## src/rtl/iic_target.sv

```systemverilog
// I2C target with a fixed 7-bit address. SCK/SDA are oversampled on the system clock;
// written bytes come out on rx_data/rx_valid and read bytes are fetched from tx_data.
module iic_target #(
    parameter logic [6:0]  ADDR        = 7'h50,
    parameter int unsigned SYNC_STAGES = 2
) (
    input  logic       clock,
    input  logic       reset,
    input  logic       sck_in,
    input  logic       sda_in,
    output logic       sda_oe,
    output logic       busy,
    output logic       addressed,
    output logic       rw,
    output logic [7:0] rx_data,
    output logic       rx_valid,
    input  logic [7:0] tx_data,
    output logic       tx_load,
    output logic       tx_nack
);

    typedef enum logic [2:0] {
        IDLE, ADDR_BYTE, ADDR_ACK, WRITE, WRITE_ACK, READ, READ_ACK, IGNORE
    } state_t;

    state_t state, state_n;

    logic [SYNC_STAGES-1:0] sck_sync, sda_sync;
    logic       sck_prev, sda_prev;
    logic       sck_s, sda_s;
    logic       sck_rise, sck_fall, start_det, stop_det;

    logic [2:0] bitcnt, bitcnt_n;
    logic [7:0] shift, shift_n;
    logic       ack_seen, ack_seen_n;
    logic       sda_oe_n, busy_n, addressed_n, rw_n;
    logic [7:0] rx_data_n;
    logic       rx_valid_n, tx_load_n, tx_nack_n;

    // Pin synchronisers plus history flop; reset to the idle-bus level to avoid false events.
    always_ff @(posedge clock or posedge reset) begin
        if (reset) begin
            sck_sync <= '1;
            sda_sync <= '1;
            sck_prev <= 1'b1;
            sda_prev <= 1'b1;
        end else begin
            sck_sync <= {sck_sync[SYNC_STAGES-2:0], sck_in};
            sda_sync <= {sda_sync[SYNC_STAGES-2:0], sda_in};
            sck_prev <= sck_sync[SYNC_STAGES-1];
            sda_prev <= sda_sync[SYNC_STAGES-1];
        end
    end

    assign sck_s     = sck_sync[SYNC_STAGES-1];
    assign sda_s     = sda_sync[SYNC_STAGES-1];
    assign sck_rise  = sck_s & ~sck_prev;
    assign sck_fall  = ~sck_s & sck_prev;
    assign start_det = sck_s & sda_prev & ~sda_s;
    assign stop_det  = sck_s & ~sda_prev & sda_s;

    always_ff @(posedge clock or posedge reset) begin
        if (reset) begin
            state     <= IDLE;
            bitcnt    <= 3'd0;
            shift     <= 8'h00;
            ack_seen  <= 1'b0;
            sda_oe    <= 1'b0;
            busy      <= 1'b0;
            addressed <= 1'b0;
            rw        <= 1'b0;
            rx_data   <= 8'h00;
            rx_valid  <= 1'b0;
            tx_load   <= 1'b0;
            tx_nack   <= 1'b0;
        end else begin
            state     <= state_n;
            bitcnt    <= bitcnt_n;
            shift     <= shift_n;
            ack_seen  <= ack_seen_n;
            sda_oe    <= sda_oe_n;
            busy      <= busy_n;
            addressed <= addressed_n;
            rw        <= rw_n;
            rx_data   <= rx_data_n;
            rx_valid  <= rx_valid_n;
            tx_load   <= tx_load_n;
            tx_nack   <= tx_nack_n;
        end
    end

    // Bus protocol; START/STOP override whatever the current state is doing.
    always_comb begin
        state_n     = state;
        bitcnt_n    = bitcnt;
        shift_n     = shift;
        ack_seen_n  = ack_seen;
        sda_oe_n    = sda_oe;
        busy_n      = busy;
        addressed_n = addressed;
        rw_n        = rw;
        rx_data_n   = rx_data;
        rx_valid_n  = 1'b0;
        tx_load_n   = 1'b0;
        tx_nack_n   = 1'b0;

        if (start_det) begin
            state_n     = ADDR_BYTE;
            bitcnt_n    = 3'd0;
            sda_oe_n    = 1'b0;
            addressed_n = 1'b0;
            busy_n      = 1'b1;
            ack_seen_n  = 1'b0;
        end else if (stop_det) begin
            state_n     = IDLE;
            sda_oe_n    = 1'b0;
            busy_n      = 1'b0;
            addressed_n = 1'b0;
        end else begin
            case (state)
                IDLE: ;
                ADDR_BYTE: begin
                    if (sck_rise) begin
                        shift_n  = {shift[6:0], sda_s};
                        bitcnt_n = bitcnt + 3'd1;
                        if (bitcnt == 3'd7) begin
                            // General call (address 0) is never answered.
                            if (shift[6:0] == ADDR && ADDR != 7'd0) begin
                                rw_n    = sda_s;
                                state_n = ADDR_ACK;
                            end else begin
                                state_n = IGNORE;
                            end
                        end
                    end
                end
                ADDR_ACK: begin
                    if (sck_fall) begin
                        if (!sda_oe) begin
                            sda_oe_n    = 1'b1;
                            addressed_n = 1'b1;
                        end else if (!rw) begin
                            sda_oe_n = 1'b0;
                            bitcnt_n = 3'd0;
                            state_n  = WRITE;
                        end else begin
                            tx_load_n = 1'b1;
                            shift_n   = tx_data;
                            sda_oe_n  = ~tx_data[7];
                            bitcnt_n  = 3'd0;
                            state_n   = READ;
                        end
                    end
                end
                WRITE: begin
                    if (sck_rise) begin
                        shift_n  = {shift[6:0], sda_s};
                        bitcnt_n = bitcnt + 3'd1;
                        if (bitcnt == 3'd7) begin
                            rx_data_n  = {shift[6:0], sda_s};
                            rx_valid_n = 1'b1;
                            state_n    = WRITE_ACK;
                        end
                    end
                end
                WRITE_ACK: begin
                    if (sck_fall) begin
                        if (!sda_oe) begin
                            sda_oe_n = 1'b1;
                        end else begin
                            sda_oe_n = 1'b0;
                            bitcnt_n = 3'd0;
                            state_n  = WRITE;
                        end
                    end
                end
                READ: begin
                    // bitcnt counts bits already clocked out; wrap to 0 marks the byte end.
                    if (sck_rise) begin
                        bitcnt_n = bitcnt + 3'd1;
                    end else if (sck_fall) begin
                        if (bitcnt == 3'd0) begin
                            sda_oe_n   = 1'b0;
                            ack_seen_n = 1'b0;
                            state_n    = READ_ACK;
                        end else begin
                            sda_oe_n = ~shift[~bitcnt];
                        end
                    end
                end
                READ_ACK: begin
                    if (sck_rise) begin
                        if (sda_s) begin
                            tx_nack_n   = 1'b1;
                            addressed_n = 1'b0;
                            state_n     = IGNORE;
                        end else begin
                            ack_seen_n = 1'b1;
                        end
                    end else if (sck_fall && ack_seen) begin
                        tx_load_n = 1'b1;
                        shift_n   = tx_data;
                        sda_oe_n  = ~tx_data[7];
                        bitcnt_n  = 3'd0;
                        state_n   = READ;
                    end
                end
                IGNORE: begin
                    sda_oe_n = 1'b0;
                end
                default: state_n = IDLE;
            endcase
        end
    end

endmodule
```

## config.mk

```make
export PLATFORM = sky130hd
export DESIGN_NAME = iic_target
export DESIGN_NICKNAME = d
export VERILOG_FILES = /design/src/rtl/iic_target.sv
export SDC_FILE = /design/constraint.sdc
export NUM_CORES = 1
export LEC_CHECK = 0
export ABC_AREA = 1
export CORE_ASPECT_RATIO = 0.9
export CORE_MARGIN = 3
export CORE_UTILIZATION = 34
export DETAILED_ROUTE_END_ITERATION = 6
export PLACE_DENSITY = 0.59
export RECOVER_POWER = 50
export SYNTH_ARGS = -nofsm -noshare
export SYNTH_HDL_FRONTEND = slang
export SYNTH_SLANG_ARGS = --single-unit
```

## constraint.sdc

```tcl
create_clock -name clock -period 2.28 [get_ports clock]
set_input_delay 0.456 -clock clock [delete_from_list [all_inputs] [get_ports clock]]
set_output_delay 0.456 -clock clock [all_outputs]
set_load 0.005 [all_outputs]
```

# ---- Yosys cells after proc, flatten, opt, wreduce, memory -nomap -nowiden
# Cells that the tools add are included.
dict set report word_totals {
  output_inout_bits 15
  inputBits 12
  ff_bits 36
  wordCells 181
}
dict set report classes {
  eq_ne 44
  n_reduce_logical 20
  magnitude_cmp 1
  n_addsub 1
  mux 84
  bitwise 15
}
# op n
set op_table {}
lappend op_table {{2-to-1 mux 3 bit} 25}
lappend op_table {{inequality test 4 bit, second input constant} 16}
lappend op_table {{2-to-1 mux 8 bit} 6}
lappend op_table {{2-to-1 mux 1 bit} 45}
lappend op_table {{case mux 8 bit (3 select lines)} 1}
lappend op_table {{inequality test 3 bit, second input constant} 7}
lappend op_table {{AND reduction 7 bit} 3}
lappend op_table {{case mux 3 bit (6 select lines)} 1}
lappend op_table {{equality test 3 bit, second input constant} 5}
lappend op_table {{AND reduction 14 bit} 1}
lappend op_table {{inequality test 2 bit, second input constant} 6}
lappend op_table {{inequality test 5 bit, second input constant} 2}
lappend op_table {{AND reduction 5 bit} 2}
lappend op_table {{inequality test 3 x 1 -> 1 bit, second input constant} 3}
lappend op_table {{case mux 3 bit (3 select lines)} 1}
lappend op_table {{AND reduction 9 bit} 1}
lappend op_table {{NOT 1 bit} 8}
lappend op_table {{nonzero test 4 bit} 2}
lappend op_table {{nonzero test 8 bit} 1}
lappend op_table {{equality test 7 bit, second input constant} 1}
lappend op_table {{nonzero test 7 bit} 1}
lappend op_table {{bitwise AND 1 bit} 6}
lappend op_table {{equality test 3 x 2 -> 1 bit, second input constant} 2}
lappend op_table {{case mux 1 bit (2 select lines)} 3}
lappend op_table {{other kinds (14)} 16}

# ---- Depth between registers and ports, before layout
# Gate-level depths: netlist (run 1).
dict set report logic_depth {
  depth_word 10
  ltp_mapped 12
  ltp_nobuf 11
}

# ---- Worst setup path after synthesis (run 1)
# Ideal clock, no wire load.
dict set report synth_timing {
  path_kind {register -> register}
  start {register sda_prev}
  end {register shift[0]}
  required_time_ps 2163
  path_stages_with_launch 8
  arrival_ps 1388
  slack_ps 775
  cell_sequence {dfstp_2 inv_1 nand3_1 nand2_2 nor3_4 nand2_4 nand2_1 nand2_1}
}
dict set report synth_between {
  elab_chain_cells 5
  word_cells_on_any_way 8
  classes_between {bitwise (7); reduce/logical (1)}
}
# element line_no
set synth_rtl {}
lappend synth_rtl {{start, declared} 29} ;# logic sck_prev, sda_prev;
lappend synth_rtl {{start signal, assigned} 51} ;# sda_prev <= sda_sync[SYNC_STAGES-1];
lappend synth_rtl {{NOT 1 bit} 60} ;# assign stop_det = sck_s & ~sda_prev & sda_s;
lappend synth_rtl {{bitwise AND 1 bit (2 in series)} 60}
lappend synth_rtl {{NOT 1 bit (no source line)} n/a}
lappend synth_rtl {{AND reduction 9 bit (no source line) *} n/a}
lappend synth_rtl {{end signal, assigned} 79} ;# shift <= shift_n;
lappend synth_rtl {{end, declared} 34} ;# logic [7:0] shift, shift_n;
# Mark *: on every way between the ends. The rest lies on a longest branch, timed or not.
# A chain may end at the register's enable or synchronous reset.

# ---- Worst setup path in the final report (run 1)
dict set report layout_timing {
  start {register state[2]}
  end {register shift[7]}
}
dict set report layout_between {
  elab_chain_cells 4
  word_cells_on_any_way 14
  classes_between {eq/ne (10); mux (1); reduce/logical (3)}
}
# element line_no
set layout_rtl {}
lappend layout_rtl {{start, declared} 26} ;# state_t state, state_n;
lappend layout_rtl {{start signal, assigned} 77} ;# state <= state_n;
lappend layout_rtl {{equality test 3 x 2 -> 1 bit or equality test 3 x 1 -> 1 bit (tied branches)} 120} ;# case (state)
lappend layout_rtl {{OR reduction 2 bit (no source line)} n/a}
lappend layout_rtl {{inequality test 2 x 1 -> 1 bit (no source line) or nonzero test 3 bit (tied branches)} n/a}
lappend layout_rtl {{AND reduction 9 bit (no source line)} n/a}
# Parallel ways exist; a longest one is shown, timed or not.

==> impl_results.md, run 1 <==
- Total of endpoints with negative setup slack in the final report: 0
- Leakage power figure: between 0.001 and 0.0015 uW
- Count of endpoints failing hold in the final timing report: 0
- Die extent in y: about 80 microns
- Count of vias placed by the detailed router: between 1500 and 2000
- Routed wire length per instance: ~13 microns
- Longest Clk Path Bufs: 2
- CP cell instances: inv_2, nand2_4, o21ai_2, nand2_2, nor3_4, nand2_4, nand2_1, nand2_1
- Clock Latency Late Sink: between 0.2 and 0.3 ns
- Root buffer cell: clkbuf_8
- Largest stage delay on the critical path: around 0.53 ns
- FMAX: roughly 540 MHz
- Antenna violations before repair: 0
- Proportion of layout cells with a drive suffix above 1: 0.128
- Hpwl dp: approximately 3.7 mm
- Share of synthesized area occupied by flip-flops and latches: 0.431
- Total overflow reported by the global router: 0
- Horizontal die dimension: 89.0 microns
- Total standard cell area after synthesis: roughly 2100 sq um
- Slew Viols, Final: 0
- Initial detailed-routing violation count: 196
- Cell Pwr Density: around 1200 nW/um^2
- Minimum setup slack in the final design: between 0.4 and 0.5 ns
- Met2 wire length: between 1.5 and 2 mm
- Remaining design rule violation count: 0
- Total setup buffers inserted after CTS: 0
- Wire length of the first global-routing pass: about 8.4 mm
- Number of instances in the synthesized netlist: about 280
- Required time at the worst-slack endpoint: between 2 and 2.5 ns
- Starting utilization of the core area: 0.362
- Element type at the critical path start: register
- Maximum resistive drop on vdd: around 0.00042 V
- Worst slew pin tran: 0.876 ns
- CTS HTree Levels: 2
- Crit path max fanout: 19
- Number of global-route vias before repair: 1763
- Post-synthesis area per instance: between 7 and 8 sq um
- # resized after CTS: 0
- Warnings, synthesis: 0
- Crit path DAT: approximately 2.0 ns
- Count of distinct cell types in the synthesized netlist: 29
- Number of fill cells: 592
- Total Negative Setup Slacks: 0 ns
- # clock sinks: 36
- Total clock buffers created by CTS: 5
- Max Used Layer: met4
- Total GRT Usage: 0.153
- Final hold slack: 0.362 ns
- Worst setup path class: reg -> reg
- RSZ-0062 raised after global routing: no
- Setup Slack @ Placement: 0.492 ns
- Classification of the worst-slack hold path: reg -> reg
- Total wire length: 4.84 mm
- Antenna Diode Count: 0
- Nets in the synthesized netlist: between 200 and 300
- Hold bufs inserted after CTS: 0
- Routed length on met1: 2.53 mm
- Number of register bits inferred by synthesis: 36
- Layout net count: about 330
- Count of port buffers added during placement: 26
- CTS tree: built
- I/O pins: 27
- Status: completed
- Post-route minimum period: between 1.5 and 2 ns
- Maximum Capacitance Violations: 0
- Kind of end point of the critical path: register
- Clock transition at the registers of the reported paths: roughly 0.070 ns
- Crit path max-delay cell type: dfrtp_1
- Count of nets left with antenna violations after detail routing: 0
- Total die area: ~7000 sq um
- Met3 layer wire length in the routed design: between 200 and 250 microns
- Worst clock skew: roughly 0.0029 ns
- Iteration count of the initial detailed-routing pass: 4
- Slew margin rel.: 0.416
- Core area: around 5800 sq um
- Buffering stage count on the worst path with inverters included: 1
- Pin count of the biggest net entering global routing: 37
- Fin crit share: 0.809
- Num rows: 26
- Synth-to-Final Area Change: 20.1%
- Routability Congestion: between 0.9 and 1
- Category of cells accounting for the largest share of critical-path delay: simple AND/OR/NAND/NOR gates
- Avg Vias per Cell: ~4.8
## metal layers
layer	up-vias	global-route usage
met4	0	0.0536
met1	831	0.229
met3	8	0.0308
met5	-	0
met2	42	0.214
li1	961	-
## layout by cell type (no fill, tap or decap), drive strengths merged
cell             n
dfrtp           30
clkdlybuf4s50   23
dlygate4sd3      3
nand3           35
nand2          107
a21boi           1
clkbuf           8
ha               3
bufinv           1
nand4            1
o22ai            1
or2              1
o21ai           29
nor3             3
dfstp            6
o21bai           1
nor2            24
inv             29
a21oi            5
nand3b           1
## power breakdown
group          switching (uW)  total (uW)  internal, uW
sequential                224        1020           800
clock                     229         615           386
combinational             853        1320           469
## path summary, 6_finish.rpt
path                       cells past startpoint  slack (ns)        start           to
setup reg to reg                               8        0.44     state[2]     shift[7]
max in group asynchronous                      3        0.86        reset     shift[1]
setup / recovery                               8        0.44     state[2]     shift[7]
min in group asynchronous                      3        0.86        reset   rx_data[5]
hold reg to reg                                0        0.36  sda_sync[0]  sda_sync[1]
hold / removal                                 0        0.36  sda_sync[0]  sda_sync[1]
## cell usage after synthesis
master,count,area [sq um]
o22ai_1,1,6.26
inv_1,24,90.1
nand4_1,1,6.26
buf_6,4,45.0
ha_1,3,37.5
o21bai_1,1,7.51
nand3b_1,1,7.51
o21ai_1,3,15.0
nand2_1,100,375
or2_2,1,6.26
nand2_4,3,33.8
nor2_1,22,82.6
buf_4,1,7.51
nand3_4,1,17.5
nor3_1,1,5.00
a21oi_1,5,25.0
nor2_2,2,12.5
o21ai_2,7,61.3
o21ai_0,19,95.1
nor3_2,1,10.0
a21boi_1,1,7.51
nand3_1,32,160
nor3_4,1,16.3
inv_2,5,18.8
clkbuf_1,1,3.75
nand2_2,4,25.0
nand3_2,2,20.0
dfrtp_1,30,751
dfstp_2,6,158
## sequential cells by signal (all words and copies together) (netlist names)
name and flops:
ack_seen 1, addressed 1, bitcnt 3, busy 1, rw 1, rx_data 8, rx_valid 1, sck_prev 1
sck_sync 2, sda_oe 1, sda_prev 1, sda_sync 2, shift 8, state 3, tx_load 1, tx_nack 1
## logic make-up (layout without fill, tap and decap cells)
group / Yosys count / after routing / synth area share
adder cells (fa/ha/maj): 3 / 3 / 0.0178
AO/OA/AOI/OAI: 37 / 37 / 0.103
buffers and inverters: 35 / 64 / 0.0784
flip-flops: 36 / 36 / 0.431
AND/OR/NAND/NOR: 172 / 172 / 0.369
## final cells by class
type | count | area [sq um] | area share
Clock inverter | 1 | 30.0 | 0.0119
Clock buffer | 7 | 96.3 | 0.0381
Sequential cell | 36 | 908 | 0.359
Multi-Input combinational cell | 212 | 1030 | 0.409
Tap cell | 70 | 87.6 | 0.0346
Inverter | 29 | 109 | 0.0430
Timing Repair Buffer | 27 | 265 | 0.105
## metrics by stage
step	power [uW]	std cells	cell area [sq um]	util
3_3_place_gp	2350	374	2410	0.413
3_5_place_dp	2350	374	2410	0.413
6_report	2960	382	2530	0.434
2_1_floorplan	2070	283	2110	-
5_1_grt	3240	382	2530	0.434
4_1_cts	2990	382	2530	0.435
No activity file was read; power rests on OpenSTA's default activity.
==> run 2: changes to the inputs <==
==> constraint.sdc (replaced) <==
create_clock -name clock -period 1.8 [get_ports clock]
set_input_delay 0.36 -clock clock [delete_from_list [all_inputs] [get_ports clock]]
set_output_delay 0.36 -clock clock [all_outputs]
set_load 0.005 [all_outputs]
==> run 2 against run 1 <==
Routed wire length fell by 2.5%. Clock-buffer cell count fell by 2. Total power is 28% higher. Fmax grew 11%. First-iteration DRC count down 20%. Sequential power grew 22%. Cell count is 1.8% higher. Highest routed layer unchanged. Core utilization is 0.99 points higher. Clock power rose by 14%. Die area stayed put. Critical endpoint is now shift[2]. Flip-flop and latch count unchanged.
==> impl_results.md, run 2 (synthesis results as in run 1) <==
- Worst Hold Path Cells: 0 (unchanged)
- Antenna violations before repair: 0 (unchanged)
- Flop-to-flop setup slack: 0.14 ns (-0.30 ns)
- Global routing met2 resource utilization: 0.213 (-0.00148)
- Status: completed
- Maximum resistive drop on vdd: 0.000461 V (+10%)
- Starting utilization of the core area: 0.362 (unchanged)
- Worst clock skew: 0.0105 ns (+0.00760 ns)
- Highest-count cells in the layout ignoring fill and taps: nand2_1 (100), nand3_1 (31), dfrtp_1 (29)
- Worst setup path class: reg -> reg
- Placed cells: 380 (+1.6%)
- Total GRT Usage: 0.150 (-0.00244)
- Count of port buffers added during placement: 26 (unchanged)
- Worst R2R Start: sck_sync[1]
- Total overflow reported by the global router: 0 (unchanged)
- Antenna Diode Count: 0 (unchanged)
- Slew margin rel.: 0.410 (-0.00600)
- Core area: 5820 sq um (unchanged)
- Kind of end point of the critical path: register
- Number of global-route vias before repair: 1728 (-2.0%)
- Most common cell after layout, fill and taps aside: nand2_1
- Routed wire length per instance: 12.1 microns (-4.2%)
- Hpwl dp: 3.64 mm (-0.91%)
- Global routing usage on met3: 0.0359 (+0.00513)
- Routability Congestion: 0.929 (-0.26%)
- Total of endpoints with negative setup slack in the final report: 0 (unchanged)
- Avg Vias per Cell: 4.80 (-0.36%)
- Required time at the worst-slack endpoint: 2.02 ns (-0.44 ns)
- Root buffer cell: clkbuf_8
- Clock transition at the registers of the reported paths: 0.07 ns (about the same)
- Cell Pwr Density: 1460 nW/um^2 (+25%)
- Count of vias placed by the detailed router: 1869 (+1.5%)
- Crit path DAT: 1.88 ns (-0.15 ns)
- Largest registers ranked by flip-flop count: rx_data: 8 flops, shift: 8 flops
- Element type at the critical path start: register
- Longest Clk Path Bufs: 2 (unchanged)
- Hold Crit Endpoint: sda_sync[1]
- Share of total power in the clock network: 0.186 (-0.022)
- CTS HTree Levels: 2 (unchanged)
- Iteration count of the initial detailed-routing pass: 4 (unchanged)
- Grt peak-use layer: met1
- Layout net count: 333 (+2.1%)
- Die extent in y: 80.7 microns (unchanged)
- Pin count of the biggest net entering global routing: 37 (unchanged)
- I/O pins: 27 (unchanged)
- Count of endpoints failing hold in the final timing report: 0 (unchanged)
- Net switching power: 1660 uW (+27%)
- Setup Slack @ Placement: 0.0741 ns (-0.418 ns)
- Synth-to-Final Area Change: 22.8%
- Post-route minimum period: 1.66 ns (-0.181 ns)
- Proportion of layout cells with a drive suffix above 1: 0.163 (+0.0348)
- Total clock buffers created by CTS: 5 (unchanged)
- Crit path max fanout: 8 (-11)
- Wire length of the first global-routing pass: 8.30 mm (-0.66%)
- Final hold slack: 0.364 ns (+0.00186 ns)
- Hold path startpoint: sda_sync[0]
- Total die area: 7180 sq um (unchanged)
- Initial detailed-routing violation count: 156 (-20%)
- Number of non-filler instances in the completed layout: 389 (+1.8%)
- Clock Latency Late Sink: 0.29 ns (about the same)
- Global-route met1 utilization: 0.225 (-0.00422)
- Fraction of power spent switching nets: 0.440 (-0.00113)
- Worst R2R End: shift[2]
- RSZ-0062 raised after global routing: yes
- # clock sinks: 36 (unchanged)
- Num rows: 26 (unchanged)
- Maximum Capacitance Violations: 0 (unchanged)
- Leakage power figure: 0.00127 uW (+2.1%)
- Fin crit share: 0.925 (+0.115)
- Flop pwr share: 0.328 (-0.018)
- Horizontal die dimension: 89.0 microns (unchanged)
- Remaining design rule violation count: 0 (unchanged)
- Logic depth of the worst register-to-register path: 7 (-1)
- Classification of the worst-slack hold path: reg -> reg
- Cell-internal power: 2120 uW (+28%)
- Count of nets left with antenna violations after detail routing: 0 (unchanged)
- Worst slew pin tran: 0.885 ns (+0.00900 ns)
- Minimum setup slack in the final design: 0.136 ns (-0.299 ns)
- CTS tree: built
- Total wire length: 4.72 mm (-2.5%)
- FMAX: 601 MHz (+11%)
- Slew Viols, Final: 0 (unchanged)
- Share of power burned in combinational logic: 0.486 (+0.039)
[run 2: critical path, cell delays in order, from the launching register on]
cell and delay (ns):
dfstp_2 0.64, nand2_1 0.14, o21ai_2 0.15, nand2_2 0.08
nor3_4 0.25, buf_4 0.19, nand3_1 0.08, nand2_1 0.08
[run 2: layout make-up]
class,instances,area [sq um]
Clock inverter,3,42.5
Tap cell,70,87.6
Timing Repair Buffer,34,318
Fill cell,588,3240
Multi-Input combinational cell,212,1050
Clock buffer,5,68.8
Sequential cell,36,910
Inverter,29,109
[run 2: how the worst max path moves through the flow]
stage / from / endpoint / cells past startpoint / slack (ns)
2_1_floorplan: sda_prev / shift[0] / 7 / 0.29
3_3_place_gp: sda_prev / shift[0] / 7 / 0.08
3_5_place_dp: sda_sync[1] / shift[0] / 7 / 0.07
4_1_cts: sda_sync[1] / shift[3] / 7 / 0.04
5_1_grt: sck_sync[1] / shift[1] / 7 / -0.0009
6_report: sck_sync[1] / shift[2] / 7 / 0.14
[run 2: metrics by stage]
stage / instance area (sq um) / setup TNS [ns] / total power (uW) / util
final: 2590 / 0 / 3780 / 0.444
after global routing: 2590 / -0.000896 / 4190 / 0.444
after CTS: 2570 / 0 / 3790 / 0.442
after detailed placement: 2460 / 0 / 3070 / 0.423
after global placement: 2460 / 0 / 3070 / 0.423
after floorplan: 2110 / 0 / 2620 / -
[run 2: timing repair]
action | 4_1_cts | 5_1_grt
gates resized for setup | 0 | 5
buffers inserted | 0 | 1
hold buffers | 0 | 0
setup endpoints to repair | 0 | 16
[run 2: metal layers]
layer | vias to the layer above | part of all wire
met4 | 0 | 0.012
met2 | 45 | 0.42
met3 | 7 | 0.045
li1 | 972 | -
met1 | 845 | 0.52
met5 | - | 0
[run 2: power by group through the flow]
| stage | sequential [uW] | combinational [uW] | clock, uW |
|---|---|---|---|
| 2_1_floorplan | 1170 | 1450 | 0 |
| 3_3_place_gp | 1250 | 1830 | 0 |
| 3_5_place_dp | 1250 | 1820 | 0 |
| 4_1_cts | 1240 | 1830 | 727 |
| 5_1_grt | 1280 | 2150 | 764 |
| 6_report | 1240 | 1840 | 704 |
==> run 3: changes to the inputs <==
--- a/config.mk
+++ b/config.mk
@@ -10,7 +10,8 @@
 export CORE_MARGIN = 3
 export CORE_UTILIZATION = 34
 export DETAILED_ROUTE_END_ITERATION = 6
-export PLACE_DENSITY = 0.59
+export GPL_ROUTABILITY_DRIVEN = 1
+export PLACE_DENSITY = 0.61
 export RECOVER_POWER = 50
 export SYNTH_ARGS = -nofsm -noshare
 export SYNTH_HDL_FRONTEND = slang
==> constraint.sdc (replaced) <==
create_clock -name clock -period 1.4 [get_ports clock]
set_input_delay 0.28 -clock clock [delete_from_list [all_inputs] [get_ports clock]]
set_output_delay 0.28 -clock clock [all_outputs]
set_load 0.005 [all_outputs]
==> run 3 against run 2 <==
The flow now finishes with violations (negative setup slack). Register-to-register slack worse by 0.32 ns. Worst setup slack lost 0.32 ns. Critical path depth did not move. Cell count is 14% higher. Total power increased by 51%. Clock skew rose by 0.0017 ns. Critical path type unchanged. Clock power up 30%. Clock-buffer cell count is the same. Critical endpoint is now shift[0].
==> impl_results.md, run 3 (synthesis results as in run 1) <==
- Worst clock skew: 0.0123 ns (+0.00171 ns)
- Number of global-route vias before repair: 1986 (+15%)
- Total wire length: 5.44 mm (+15%)
- RSZ-0062 raised after global routing: yes
- Hold path startpoint: sck_sync[0]
- Count of vias placed by the detailed router: 2085 (+12%)
- Horizontal die dimension: 89.0 microns (unchanged)
- Number of non-filler instances in the completed layout: 442 (+14%)
- Failing checks: negative setup slack
- Classification of the worst-slack hold path: reg -> reg
- Die extent in y: 80.7 microns (unchanged)
- Fin crit share: 1.13 (+0.210)
- Required time at the worst-slack endpoint: 1.62 ns (-0.40 ns)
- Final Cell Area: 3110 sq um (+20%)
- Total clock buffers created by CTS: 5 (unchanged)
- Root buffer cell: clkbuf_8
- Longest Clk Path Bufs: 2 (unchanged)
- Count of port buffers added during placement: 26 (unchanged)
- Routability Congestion: 0.933 (+0.38%)
- Worst slew pin tran: 0.905 ns (+0.0208 ns)
- FMAX: 630 MHz (+4.8%)
- Clock transition at the registers of the reported paths: 0.07 ns (about the same)
- Worst R2R End: shift[0]
- I/O pins: 27 (unchanged)
- Slew margin rel.: 0.396 (-0.0138)
- Kind of end point of the critical path: register
- Post-Place Cell Area: 2750 sq um (+12%)
- Slew Viols, Final: 0 (unchanged)
- Count of nets left with antenna violations after detail routing: 0 (unchanged)
- Num rows: 26 (unchanged)
- Hpwl dp: 3.94 mm (+8.3%)
- Worst setup path class: reg -> reg
- Pin count of the biggest net entering global routing: 37 (unchanged)
- CTS tree: built
- Flop-to-flop setup slack: -0.19 ns (-0.32 ns)
- Total of endpoints with negative setup slack in the final report: 26 (+26)
- Count of endpoints failing hold in the final timing report: 0 (unchanged)
- Status: finished with violations
- Starting utilization of the core area: 0.362 (unchanged)
- Core area: 5820 sq um (unchanged)
- Setup Slack @ Placement: -0.155 ns (-0.229 ns)
- Proportion of layout cells with a drive suffix above 1: 0.363 (+0.200)
- Largest registers ranked by flip-flop count: rx_data: 8 flops, shift: 8 flops
- Total overflow reported by the global router: 0 (unchanged)
- Cell Pwr Density: 1830 nW/um^2 (+25%)
- Maximum resistive drop on vdd: 0.000864 V (+87%)
- Crit path max fanout: 7 (-1)
- Avg Vias per Cell: 4.72 (-1.8%)
- CTS HTree Levels: 2 (unchanged)
- Synth-to-Final Area Change: 47.7%
- Element type at the critical path start: register
- Initial detailed-routing violation count: 125 (-20%)
- Worst R2R Start: sck_sync[1]
- Hold bufs inserted after CTS: 0 (unchanged)
- Antenna Diode Count: 0 (unchanged)
- Most common cell after layout, fill and taps aside: nand2_1
- Wire length of the first global-routing pass: 9.14 mm (+10%)
- Post-route minimum period: 1.59 ns (-0.0764 ns)
- Layout net count: 386 (+16%)
- Maximum Capacitance Violations: 0 (unchanged)
- Clock Latency Late Sink: 0.29 ns (about the same)
- Crit path DAT: 1.81 ns (-0.07 ns)
- Antenna violations before repair: 0 (unchanged)
- Worst Hold Path Cells: 0 (unchanged)
- Logic depth of the worst register-to-register path: 7 (unchanged)
- Final hold slack: 0.357 ns (-0.00660 ns)
- Total GRT Usage: 0.164 (+0.0139)
- Hold Crit Endpoint: sck_sync[1]
- Routed wire length per instance: 12.3 microns (+1.4%)
- Total die area: 7180 sq um (unchanged)
- Placed cells: 415 (+9.2%)
- # clock sinks: 36 (unchanged)
- Highest-count cells in the layout ignoring fill and taps: nand2_1 (87), buf_4 (56), dfrtp_1 (29)
- Leakage power figure: 0.00165 uW (+30%)
- Minimum setup slack in the final design: -0.188 ns (-0.324 ns)
- Iteration count of the initial detailed-routing pass: 4 (unchanged)
- Remaining design rule violation count: 0 (unchanged)
[run 3: worst max-delay path by stage]
stage                            from          to  slack (ns)
after floorplan           sck_sync[1]    shift[1]       -0.08
after global routing         sck_prev    state[1]       -0.30
after CTS                 sda_sync[1]  rx_data[0]       -0.14
after detailed placement    bitcnt[1]    state[2]       -0.16
after global placement       state[1]    shift[0]       -0.15
final                     sck_sync[1]    shift[0]       -0.19
[run 3: critical path, cell delays in order, from the launching register on]
cell     delay, ns
dfstp_2       0.64
nand2_4       0.08
o21ai_2       0.14
nand2_2       0.08
nor3_4        0.27
buf_6         0.19
nand3_2       0.07
nand2_1       0.07
[run 3: what timing repair did]
action / 4_1_cts / 5_1_grt
pin swaps: 18 / 11
setup buffers: 15 / 4
gates resized for setup: 42 / 15
endpoints found under the setup margin: 37 / 30
[run 3: through the flow]
step | setup TNS (ns) | power (uW) | util
after floorplan | -0.879 | 3370 | -
after detailed placement | -2.97 | 4450 | 0.472
after global placement | -2.80 | 4420 | 0.472
after CTS | -2.26 | 5650 | 0.524
final | -3.64 | 5710 | 0.534
after global routing | -6.39 | 6210 | 0.534
[run 3: power breakdown]
part	internal (uW)	switching [uW]
combinational	1440	1810
clock	527	387
sequential	1310	228
total	3280	2430
[run 3: final cells by class]
type,count,area (sq um)
Clock buffer,5,68.8
Sequential cell,36,910
Multi-Input combinational cell,212,1160
Tap cell,70,87.6
Fill cell,542,2710
Timing Repair Buffer,87,723
Clock inverter,3,42.5
Inverter,29,115
[run 3: per-layer routing]
metal  global-route usage  wire [microns]  part of all wire  vias to the layer above
li1                     -               -                 -                     1088
met1                0.225            2630              0.48                      937
met2                0.259            2460              0.45                       53
met3               0.0328             285             0.052                        7
met4               0.0506              61             0.011                        0
met5                    0               0                 0                        -
